`src/rtl/mem_arbiter_if.sv`:
```
// mem_arbiter_if: fetch port, data port and shared-RAM signals of the memory arbiter
interface mem_arbiter_if;
  logic        if_req;
  logic [31:0] if_addr;
  logic        if_gnt;
  logic        if_rvalid;
  logic [31:0] if_rdata;
  logic        if_err;
  logic        d_req;
  logic        d_we;
  logic [31:0] d_addr;
  logic [31:0] d_wdata;
  logic        d_gnt;
  logic        d_rvalid;
  logic [31:0] d_rdata;
  logic        d_err;
  logic [31:0] ram_addr;
  logic [31:0] ram_wdata;
  logic        ram_we;
  logic [31:0] ram_rdata;
  modport slave (
    input  if_req, if_addr, d_req, d_we, d_addr, d_wdata, ram_rdata,
    output if_gnt, if_rvalid, if_rdata, if_err, d_gnt, d_rvalid, d_rdata, d_err,
           ram_addr, ram_wdata, ram_we
  );
  modport master (
    output if_req, if_addr, d_req, d_we, d_addr, d_wdata, ram_rdata,
    input  if_gnt, if_rvalid, if_rdata, if_err, d_gnt, d_rvalid, d_rdata, d_err,
           ram_addr, ram_wdata, ram_we
  );
endinterface

```
`src/rtl/mem_arbiter.sv`:
```
// mem_arbiter: fetch/data arbiter onto a shared RAM, one access per IDLE-ISSUE-RESP pass
module mem_arbiter #(
  parameter int DEPTH      = 128,
  parameter int STARVE_MAX = 4
) (
  input logic clk,
  input logic rst,
  mem_arbiter_if.slave bus
);
  localparam int SW = $clog2(STARVE_MAX + 1);
  typedef enum logic [1:0] {IDLE, ISSUE, RESP} state_t;
  state_t        state_q, state_d;
  logic [SW-1:0] starve_q, starve_d;
  logic          port_q, port_d, we_q, we_d;
  logic [31:0]   addr_q, addr_d, wdata_q, wdata_d;
  logic [31:0]   ram_addr_q, ram_addr_d, ram_wdata_q, ram_wdata_d, rdata;
  logic          if_gnt, d_gnt, gnt, issue, resp, fault;
  always_comb begin
    fault  = |addr_q[1:0] || {2'b00, addr_q[31:2]} >= 32'(DEPTH);
    issue  = !rst && state_q == ISSUE;
    resp   = !rst && state_q == RESP;
    if_gnt = !rst && state_q == IDLE && bus.if_req && (!bus.d_req || starve_q == SW'(STARVE_MAX));
    d_gnt  = !rst && state_q == IDLE && bus.d_req && !if_gnt;
    gnt    = if_gnt || d_gnt;
    state_d  = state_q == IDLE ? (gnt ? ISSUE : IDLE) : state_q == ISSUE ? RESP : IDLE;
    starve_d = if_gnt ? '0 :
               (bus.if_req && d_gnt && starve_q != SW'(STARVE_MAX)) ? starve_q + SW'(1) : starve_q;
    port_d  = gnt ? d_gnt : port_q;
    we_d    = gnt ? d_gnt && bus.d_we : we_q;
    addr_d  = gnt ? (d_gnt ? bus.d_addr : bus.if_addr) : addr_q;
    wdata_d = gnt ? (d_gnt ? bus.d_wdata : '0) : wdata_q;
    // RAM address/data buses hold their last driven value between accesses
    ram_addr_d  = rst ? '0 : issue ? {2'b00, addr_q[31:2]} : ram_addr_q;
    ram_wdata_d = rst ? '0 : issue ? wdata_q : ram_wdata_q;
    rdata = (!we_q && !fault) ? bus.ram_rdata : '0;
    bus.if_gnt    = if_gnt;
    bus.d_gnt     = d_gnt;
    bus.ram_addr  = ram_addr_d;
    bus.ram_wdata = ram_wdata_d;
    bus.ram_we    = issue && we_q && !fault;
    bus.if_rvalid = resp && !port_q;
    bus.d_rvalid  = resp && port_q;
    bus.if_err    = resp && !port_q && fault;
    bus.d_err     = resp && port_q && fault;
    bus.if_rdata  = (resp && !port_q) ? rdata : '0;
    bus.d_rdata   = (resp && port_q) ? rdata : '0;
  end
  always_ff @(posedge clk) begin
    if (rst) begin
      state_q     <= IDLE;
      starve_q    <= '0;
      port_q      <= 1'b0;
      we_q        <= 1'b0;
      addr_q      <= '0;
      wdata_q     <= '0;
      ram_addr_q  <= '0;
      ram_wdata_q <= '0;
    end else begin
      state_q     <= state_d;
      starve_q    <= starve_d;
      port_q      <= port_d;
      we_q        <= we_d;
      addr_q      <= addr_d;
      wdata_q     <= wdata_d;
      ram_addr_q  <= ram_addr_d;
      ram_wdata_q <= ram_wdata_d;
    end
  end
endmodule
```
`src/flat_wrapper.sv`:
```
// flat-port wrapper written by rule: the top's interface ports become plain ports
module mem_arbiter_flat 
#(
  parameter int DEPTH      = 128,
  parameter int STARVE_MAX = 4
)
  (clk, rst, bus_if_req, bus_if_addr, bus_d_req, bus_d_we, bus_d_addr, bus_d_wdata, bus_ram_rdata, bus_if_gnt, bus_if_rvalid, bus_if_rdata, bus_if_err, bus_d_gnt, bus_d_rvalid, bus_d_rdata, bus_d_err, bus_ram_addr, bus_ram_wdata, bus_ram_we);
  mem_arbiter_if bus_i ();
  input logic clk;
  input logic rst;
  input wire logic [$bits(bus_i.if_req)-1:0] bus_if_req;
  input wire logic [$bits(bus_i.if_addr)-1:0] bus_if_addr;
  input wire logic [$bits(bus_i.d_req)-1:0] bus_d_req;
  input wire logic [$bits(bus_i.d_we)-1:0] bus_d_we;
  input wire logic [$bits(bus_i.d_addr)-1:0] bus_d_addr;
  input wire logic [$bits(bus_i.d_wdata)-1:0] bus_d_wdata;
  input wire logic [$bits(bus_i.ram_rdata)-1:0] bus_ram_rdata;
  output wire logic [$bits(bus_i.if_gnt)-1:0] bus_if_gnt;
  output wire logic [$bits(bus_i.if_rvalid)-1:0] bus_if_rvalid;
  output wire logic [$bits(bus_i.if_rdata)-1:0] bus_if_rdata;
  output wire logic [$bits(bus_i.if_err)-1:0] bus_if_err;
  output wire logic [$bits(bus_i.d_gnt)-1:0] bus_d_gnt;
  output wire logic [$bits(bus_i.d_rvalid)-1:0] bus_d_rvalid;
  output wire logic [$bits(bus_i.d_rdata)-1:0] bus_d_rdata;
  output wire logic [$bits(bus_i.d_err)-1:0] bus_d_err;
  output wire logic [$bits(bus_i.ram_addr)-1:0] bus_ram_addr;
  output wire logic [$bits(bus_i.ram_wdata)-1:0] bus_ram_wdata;
  output wire logic [$bits(bus_i.ram_we)-1:0] bus_ram_we;
  assign bus_i.if_req = bus_if_req;
  assign bus_i.if_addr = bus_if_addr;
  assign bus_i.d_req = bus_d_req;
  assign bus_i.d_we = bus_d_we;
  assign bus_i.d_addr = bus_d_addr;
  assign bus_i.d_wdata = bus_d_wdata;
  assign bus_i.ram_rdata = bus_ram_rdata;
  assign bus_if_gnt = bus_i.if_gnt;
  assign bus_if_rvalid = bus_i.if_rvalid;
  assign bus_if_rdata = bus_i.if_rdata;
  assign bus_if_err = bus_i.if_err;
  assign bus_d_gnt = bus_i.d_gnt;
  assign bus_d_rvalid = bus_i.d_rvalid;
  assign bus_d_rdata = bus_i.d_rdata;
  assign bus_d_err = bus_i.d_err;
  assign bus_ram_addr = bus_i.ram_addr;
  assign bus_ram_wdata = bus_i.ram_wdata;
  assign bus_ram_we = bus_i.ram_we;
  mem_arbiter #(.DEPTH(DEPTH), .STARVE_MAX(STARVE_MAX)) u_core (.clk(clk), .rst(rst), .bus(bus_i));
endmodule
```
`config.mk`:
```
export PLATFORM = sky130hd
export DESIGN_NAME = mem_arbiter_flat
export DESIGN_NICKNAME = d
export VERILOG_FILES = /design/src/rtl/mem_arbiter_if.sv /design/src/rtl/mem_arbiter.sv /design/src/flat_wrapper.sv
export SDC_FILE = /design/constraint.sdc
export NUM_CORES = 1
export LEC_CHECK = 0
export CORE_AREA = 8 8 129 131
export DETAILED_ROUTE_END_ITERATION = 10
export DIE_AREA = 0 0 137 139
export MAX_ROUTING_LAYER = met4
export PLACE_DENSITY_LB_ADDON = 0.08
export SYNTH_ARGS = -nofsm -noshare
export SYNTH_HDL_FRONTEND = slang
export SYNTH_SLANG_ARGS = --single-unit
```
`constraint.sdc`:
```
create_clock -name clk -period 3.81 [get_ports clk]
set_clock_uncertainty 0.15 [all_clocks]
set_input_delay 0.9525 -clock clk [delete_from_list [all_inputs] [get_ports clk]]
set_output_delay 0.9525 -clock clk [all_outputs]
set_load 0.02 [all_outputs]
```
==> impl_metrics.env, run 1 <==
export IMPL_dp_cells=1063
export IMPL_ff2ff_path_depth=7
export IMPL_cap_violations=0
export IMPL_fin_util=0.668
export IMPL_cts_root_buf="clkbuf_16"
export IMPL_register_area_mm2=0.00270
export IMPL_place_area_mm2=0.00917
export IMPL_path_buf_inv=3
export IMPL_max_stage_delay_ns=0.65
export IMPL_hold_path_class="flip-flop to flip-flop"
export IMPL_drive_gt1_frac=0.129
export IMPL_yosys_top_cells_area="dfxtp_1 (45%), a22o_1 (23%), nor3_1 (8.2%), a2111oi_0 (4.7%), clkbuf_1 (3.9%)"
export IMPL_regToRegStartpoint="u_core.starve_q[1]"
export IMPL_avgViaCountPerCell=5.75
export IMPL_yosys_top_cells_count="a22o_1 (157), dfxtp_1 (135), nor3_1 (98)"
export IMPL_end_kind="output port"
export IMPL_synth_top_area_frac=0.451
export IMPL_core_mm2=0.0148
export IMPL_holdWs_ns=0.306
export IMPL_cts_max_level=4
export IMPL_nFillCells=1186
export IMPL_clkPwrFrac=0.438
export IMPL_die_y_um=139
export IMPL_synth_cell_types=30
export IMPL_cp_required_ns=2.71
export IMPL_irDropWorstVdd_uv=309
export IMPL_min_period_over_period=0.987
export IMPL_syn_instance_count=645
export IMPL_clkLatencyLatePin_ns=0.41
export IMPL_cts_tree="done"
export IMPL_worstPathCellList="buf_2 > nor4b_4 > nand4_1 > buf_12 > nor3_2 > clkdlybuf4s50_1"
export IMPL_gp_congestion=0.832
export IMPL_path_depth=6
export IMPL_outcome="finished clean"
export IMPL_cts_setup_buffers=0
export IMPL_synth_compound_area_frac=0.315
export IMPL_clockBufferDepth=2
export IMPL_crit_arrival_ns=2.66
export IMPL_cts_clk_slew_worst_paths_ns=0.06
export IMPL_critPathMaxFanout=31
export IMPL_netSwitchingPower_uw=994
export IMPL_area_delta_synth_final_pct=64.5
export IMPL_grt_pass1_wl_mm=34.3
export IMPL_leakage_uw=0.00392
export IMPL_synth_top_family_by_area="compound AO/OA/AOI/OAI gates"
export IMPL_critPathTopFamily="buffers and inverters"
export IMPL_post_route_drc_count=0
export IMPL_firstDrtPassIters=4
export IMPL_hold_viol=0
export IMPL_worst_pin_slew_ns=0.924
export IMPL_routedWlPerCell_um=20.2
export IMPL_rsz0062_at_grt="yes"
export IMPL_postSynthNetCount=780
export IMPL_fp_row_count=45
export IMPL_grt_overflow=0
export IMPL_synth_xor_area_share=0
export IMPL_numCtsBuffers=17
export IMPL_final_cells=1093
export IMPL_async_flop_share=0
export IMPL_drtIter0Drc=353
export IMPL_r2r_end="u_core.wdata_q[31]"
export IMPL_ys_flop_type="dfxtp_1"
export IMPL_setup_viol=0
export IMPL_yosysTopAreaCell="dfxtp_1"
export IMPL_fmax_mhz=266
export IMPL_grt_max_degree=68
export IMPL_dieArea_mm2=0.0190
export IMPL_crit_start="rst"
export IMPL_mappedNetlistArea_mm2=0.00599
export IMPL_yosys_area_share_simple=0.174
export IMPL_cp_slowest_cell="clkdlybuf4s50_1"
export IMPL_final_area_mm2=0.00985
export IMPL_critPathCapture="bus_if_rdata[18]"
export IMPL_p_int_uw=2920
export IMPL_multi_input_area_mm2=0.00316
export IMPL_final_max_slew_violation_count=0
export IMPL_fin_crit_ns=3.76
export IMPL_synth_fa_ha_area_frac=0.00418
export IMPL_vias=6288
export IMPL_numClockSinks=135
export IMPL_yosysWarnings=0
export IMPL_place_hpwl_mm=15.9
export IMPL_yosysSeqAreaShare=0.451
export IMPL_finalPower_uw=3910
export IMPL_power_frac_seq=0.403
export IMPL_fin_nets=1029
export IMPL_swShare=0.254
export IMPL_io_buffers=267
export IMPL_start_util=0.406
export IMPL_synth_edff_count=0
export IMPL_p_comb_frac=0.160
export IMPL_routed_wl_mm=22.1
export IMPL_grt_util_all_layers=0.232
export IMPL_synth_most_common_cell="a22o_1"
export IMPL_grt_antenna_before_repair=0
export IMPL_grt_pass1_vias=6320
export IMPL_synth_mux_area_frac=0
export IMPL_dieWidth_um=137
export IMPL_relSlewSlack=0.383
export IMPL_startpoint_type="primary input"
export IMPL_ant_nets=0
export IMPL_crit_type="primary input to output port"
export IMPL_pin_count=268
export IMPL_powerDensity_mw_per_mm2=397
export IMPL_syn_avg_cell_area_um2=9.28
export IMPL_antenna_cells=0
export IMPL_r2r_setup_slack_ns=1.60
export IMPL_ys_ff_latch=135
metrics by stage:
step / TNS [ns] / setup slack [ns]
CTS: 0 / 0.0363
global route: -0.0555 / -0.0113
global placement: 0 / 0.0701
floorplan: 0 / 0.0675
finish: 0 / 0.0496
detailed placement: 0 / 0.0517
worst register-to-register path: cells and delay by family, from the launching register on:
family,cells,cell delay (ns)
buffers and inverters,3,0.80
AOI/OAI and AO/OA,3,0.60
DFF,1,0.36
adders and majority gates,1,0.23
placed cells by master, fill, tap and decap left out, drive strengths merged, types with 5 or more instances in the layout:
master         synthesis  routed
buf                   15      47
a22o                 157     157
nand2b                33      33
a2111oi               32      32
inv                    4       5
a21oi                 38      38
clkbuf                62      19
clkinv                 0       6
clkdlybuf4s50          0     239
nor3                  99      99
and2                   5       5
dlymetal6s2s           0      21
nor4                   6       6
dfxtp                135     135
nor2                  33      33
sequential cells by signal, indices dropped and copies added (netlist names):
signal and cells:
u_core.starve_q 3, u_core.we_q 1, u_core.ram_wdata_q 32, u_core.ram_addr_q 32, u_core.addr_q 32, u_core.state_q 2, u_core.port_q 1, u_core.wdata_q 32
logic make-up (layout without fill, tap and decap cells):
logic type,Yosys count,in the layout
AOI/OAI and AO/OA,232,232
and+or+nand+nor,195,195
DFF,135,135
adders and majority gates,2,2
buffers and inverters,81,341
layout make-up:
class                      instances  share of cell area
clock buffer                      19              0.0450
clock inverter                    11              0.0177
inverter                           4             0.00152
multi-input combinational        429               0.321
sequential                       135               0.274
tap                              188              0.0239
timing repair buffer             307               0.317
timing repair:
item | in CTS | in global routing
endpoints found under the setup margin | 4 | 37
gates resized for setup | 1 | 22
hold buffers | 0 | 0
power groups by stage:
stage	registers [µW]	clock network, µW	logic (µW)
2_1_floorplan	1580	0	327
3_3_place_gp	1600	0	612
4_1_cts	1570	1740	627
6_report	1580	1710	625
5_1_grt	1590	1800	673
3_5_place_dp	1600	0	622
worst min path at each step:
stage	from	end	cells past startpoint
6_report	u_core.ram_addr_q[30]	u_core.ram_addr_q[30]	1
5_1_grt	u_core.ram_addr_q[30]	u_core.ram_addr_q[30]	1
4_1_cts	u_core.ram_addr_q[30]	u_core.ram_addr_q[30]	1
3_5_place_dp	u_core.ram_addr_q[30]	u_core.ram_addr_q[30]	1
3_3_place_gp	u_core.ram_addr_q[30]	u_core.ram_addr_q[30]	1
2_1_floorplan	u_core.ram_addr_q[30]	u_core.ram_addr_q[30]	1
per-layer routing:
layer  global-route usage  part of all wire
met3               0.0605             0.077
met5                    -                 0
met4               0.0715             0.016
met1                0.279              0.42
met2                0.371              0.49
(Power assumes the default switching activity.)
==> run 2: changes to the inputs <==
--- a/config.mk
+++ b/config.mk
@@ -5,6 +5,7 @@
 export SDC_FILE = /design/constraint.sdc
 export NUM_CORES = 1
 export LEC_CHECK = 0
+export ABC_AREA = 1
 export CORE_AREA = 8 8 129 131
 export DETAILED_ROUTE_END_ITERATION = 10
 export DIE_AREA = 0 0 137 139
==> impl_metrics.env, run 2 <==
export IMPL_r2r_setup_slack_ns=1.77
export IMPL_layout_commonest_cell="nand2_1"
export IMPL_synth_most_common_cell="nand2_1"
export IMPL_crit_start="rst"
export IMPL_critPathCapture="bus_d_rvalid"
export IMPL_dp_worst_setup_slack_ns=-0.205
export IMPL_numClockSinks=135
export IMPL_cts_max_level=4
export IMPL_synth_cell_types=24
export IMPL_cts_root_buf="clkbuf_16"
export IMPL_min_period_over_period=0.977
export IMPL_mappedNetlistArea_mm2=0.00598
export IMPL_grt_util_all_layers=0.221
export IMPL_ys_ff_latch=135
export IMPL_vias=6615
export IMPL_ant_nets=0
export IMPL_synth_top_area_frac=0.452
export IMPL_regToRegStartpoint="u_core.state_q[0]"
export IMPL_cts_tree="done"
export IMPL_avgViaCountPerCell=4.88
export IMPL_final_setup_tns_ns=0
export IMPL_grt_max_degree=47
export IMPL_cts_setup_buffers=0
export IMPL_place_hpwl_mm=14.8
export IMPL_fmax_mhz=269
export IMPL_drtIter0Drc=380
export IMPL_holdBufCountCts=0
export IMPL_start_util=0.405
export IMPL_r2r_end="u_core.addr_q[21]"
export IMPL_grt_pass1_wl_mm=32.9
export IMPL_hold_path_class="flip-flop to flip-flop"
export IMPL_fp_row_count=45
export IMPL_routed_wl_mm=21.0
export IMPL_io_buffers=267
export IMPL_crit_type="primary input to output port"
export IMPL_ff2ff_path_depth=11
export IMPL_pin_count=268
export IMPL_dieWidth_um=137
export IMPL_worst_pin_slew_ns=0.852
export IMPL_gp_congestion=0.825
export IMPL_syn_avg_cell_area_um2=6.80
export IMPL_grt_antenna_before_repair=0
export IMPL_outcome="finished clean"
export IMPL_leakage_uw=0.00484
export IMPL_end_kind="output port"
export IMPL_nFillCells=1372
export IMPL_final_cells=1356
export IMPL_dieArea_mm2=0.0190
export IMPL_async_flop_share=0
export IMPL_grt_pass1_vias=6061
export IMPL_final_cell_mix="nand2_1 (275), dfxtp_1 (135), clkdlybuf4s50_1 (134)"
export IMPL_die_y_um=139
export IMPL_relSlewSlack=0.430
export IMPL_core_mm2=0.0148
export IMPL_cap_violations=0
export IMPL_yosysTopAreaCell="dfxtp_1"
export IMPL_irDropWorstVdd_uv=314
export IMPL_postSynthNetCount=1014
export IMPL_drive_gt1_frac=0.0839
export IMPL_startpoint_type="primary input"
export IMPL_hold_viol=0
export IMPL_synth_edff_count=0
export IMPL_grt_overflow=0
export IMPL_setup_viol=0
export IMPL_clockBufferDepth=2
export IMPL_post_route_drc_count=0
export IMPL_rsz0062_at_grt="no"
export IMPL_firstDrtPassIters=5
export IMPL_final_max_slew_violation_count=0
export IMPL_crit_arrival_ns=2.62
export IMPL_dp_cells=1324
export IMPL_yosys_top_cells_count="nand2_1 (275), dfxtp_1 (135), nand3_1 (96)"
export IMPL_numCtsBuffers=17
export IMPL_ys_flop_type="dfxtp_1"
export IMPL_routedWlPerCell_um=15.5
export IMPL_critPathMaxFanout=5
export IMPL_syn_instance_count=879
export IMPL_antenna_cells=0
export IMPL_fin_nets=1290
export IMPL_yosysSeqAreaShare=0.452
export IMPL_area_delta_synth_final_pct=60.1
export IMPL_cts_clk_slew_worst_paths_ns=0.06
export IMPL_clkLatencyLatePin_ns=0.41
export IMPL_powerDensity_mw_per_mm2=392
export IMPL_fin_ws_ns=0.0871
export IMPL_cp_required_ns=2.71
export IMPL_yosysWarnings=0
export IMPL_fin_crit_ns=3.72
export IMPL_yosys_top_cells_area="dfxtp_1 (45%), nand2_1 (17%), nand3_1 (8.0%), o21ai_0 (7.1%), a21oi_1 (5.8%)"
-- run 2: cell types whose count changed in the layout (fill, tap and decap cells not counted), sizes merged, moves of 33 or more --
cell | previous run | this run
clkdlybuf4s50 | 239 | 134
nand2 | 4 | 280
o21ai | 1 | 93
nand3 | 2 | 97
nor3 | 99 | 0
a22o | 157 | 0
nand2b | 33 | 0
inv | 5 | 52
dlygate4sd2 | 0 | 104
nor2 | 33 | 94
-- run 2: per-layer routing --
metal,GRT usage,share of wire,wire length (µm)
met2,0.338,0.47,9940
met5,-,0,0
met3,0.0659,0.080,1670
met1,0.279,0.44,9180
met4,0.0526,0.0092,193
-- run 2: per-stage QoR --
stage / utilization / cell area, µm² / total power, µW / hold slack [ns]
floorplan: - / 5980 / 1810 / 0.266
detailed placement: 0.615 / 9080 / 2090 / 0.281
finish: 0.649 / 9570 / 3750 / 0.290
global route: 0.649 / 9570 / 3910 / 0.330
global placement: 0.615 / 9080 / 2090 / 0.276
CTS: 0.646 / 9540 / 3780 / 0.289
-- run 2: worst max-delay path, stage by stage --
cell and delay [ns]:
clkdlybuf4s50_1 0.40, buf_4 0.18, nor2_8 0.08, nand2_1 0.08, nor2_1 0.16, buf_4 0.13
clkdlybuf4s50_1 0.63
-- run 2: area by class of cell --
type,count,area (µm²),share of cell area
Timing Repair Buffer,317,3030,0.317
Multi-Input combinational cell,636,2810,0.294
Sequential cell,135,2700,0.282
Clock buffer,19,443,0.0463
Tap cell,188,235,0.0246
Inverter,48,180,0.0188
Clock inverter,13,169,0.0176
-- run 2: how the worst min path moves through the flow --
stage | from | end | slack [ns] | cells past startpoint
6_report | u_core.ram_addr_q[31] | u_core.ram_addr_q[31] | 0.29 | 2
2_1_floorplan | u_core.ram_addr_q[30] | u_core.ram_addr_q[30] | 0.27 | 2
4_1_cts | u_core.ram_addr_q[31] | u_core.ram_addr_q[31] | 0.29 | 2
3_5_place_dp | u_core.ram_addr_q[31] | u_core.ram_addr_q[31] | 0.28 | 2
5_1_grt | u_core.wdata_q[15] | u_core.wdata_q[15] | 0.33 | 2
3_3_place_gp | u_core.ram_addr_q[30] | u_core.ram_addr_q[30] | 0.28 | 2
-- run 2: repair_timing --
item | in CTS | in global routing
hold endpoints to repair | 0 | 0
pin swaps | 0 | 0
gates cloned | 0 | 0
setup endpoints to repair | 122 | 29
resized for setup | 122 | 32
-- run 2: report_power, final --
group | switching, µW | total [µW] | internal [µW]
logic | 290 | 541 | 252
registers | 26.8 | 1510 | 1480
clock network | 646 | 1700 | 1060
-- run 2: kinds of logic after synthesis --
family,synth area share
AOI/OAI and AO/OA,0.136
adders and majority gates,0.00419
buffers and inverters,0.0787
DFF,0.452
and+or+nand+nor,0.329
==> run 3: changes to the inputs <==
--- a/config.mk
+++ b/config.mk
@@ -5,8 +5,8 @@
 export SDC_FILE = /design/constraint.sdc
 export NUM_CORES = 1
 export LEC_CHECK = 0
-export ABC_AREA = 1
 export CORE_AREA = 8 8 129 131
+export CTS_CLUSTER_DIAMETER = 100
 export DETAILED_ROUTE_END_ITERATION = 10
 export DIE_AREA = 0 0 137 139
 export MAX_ROUTING_LAYER = met4
==> results of run 3 <==
Same layout as run 1: the final DEF is identical, and so are final timing and power.
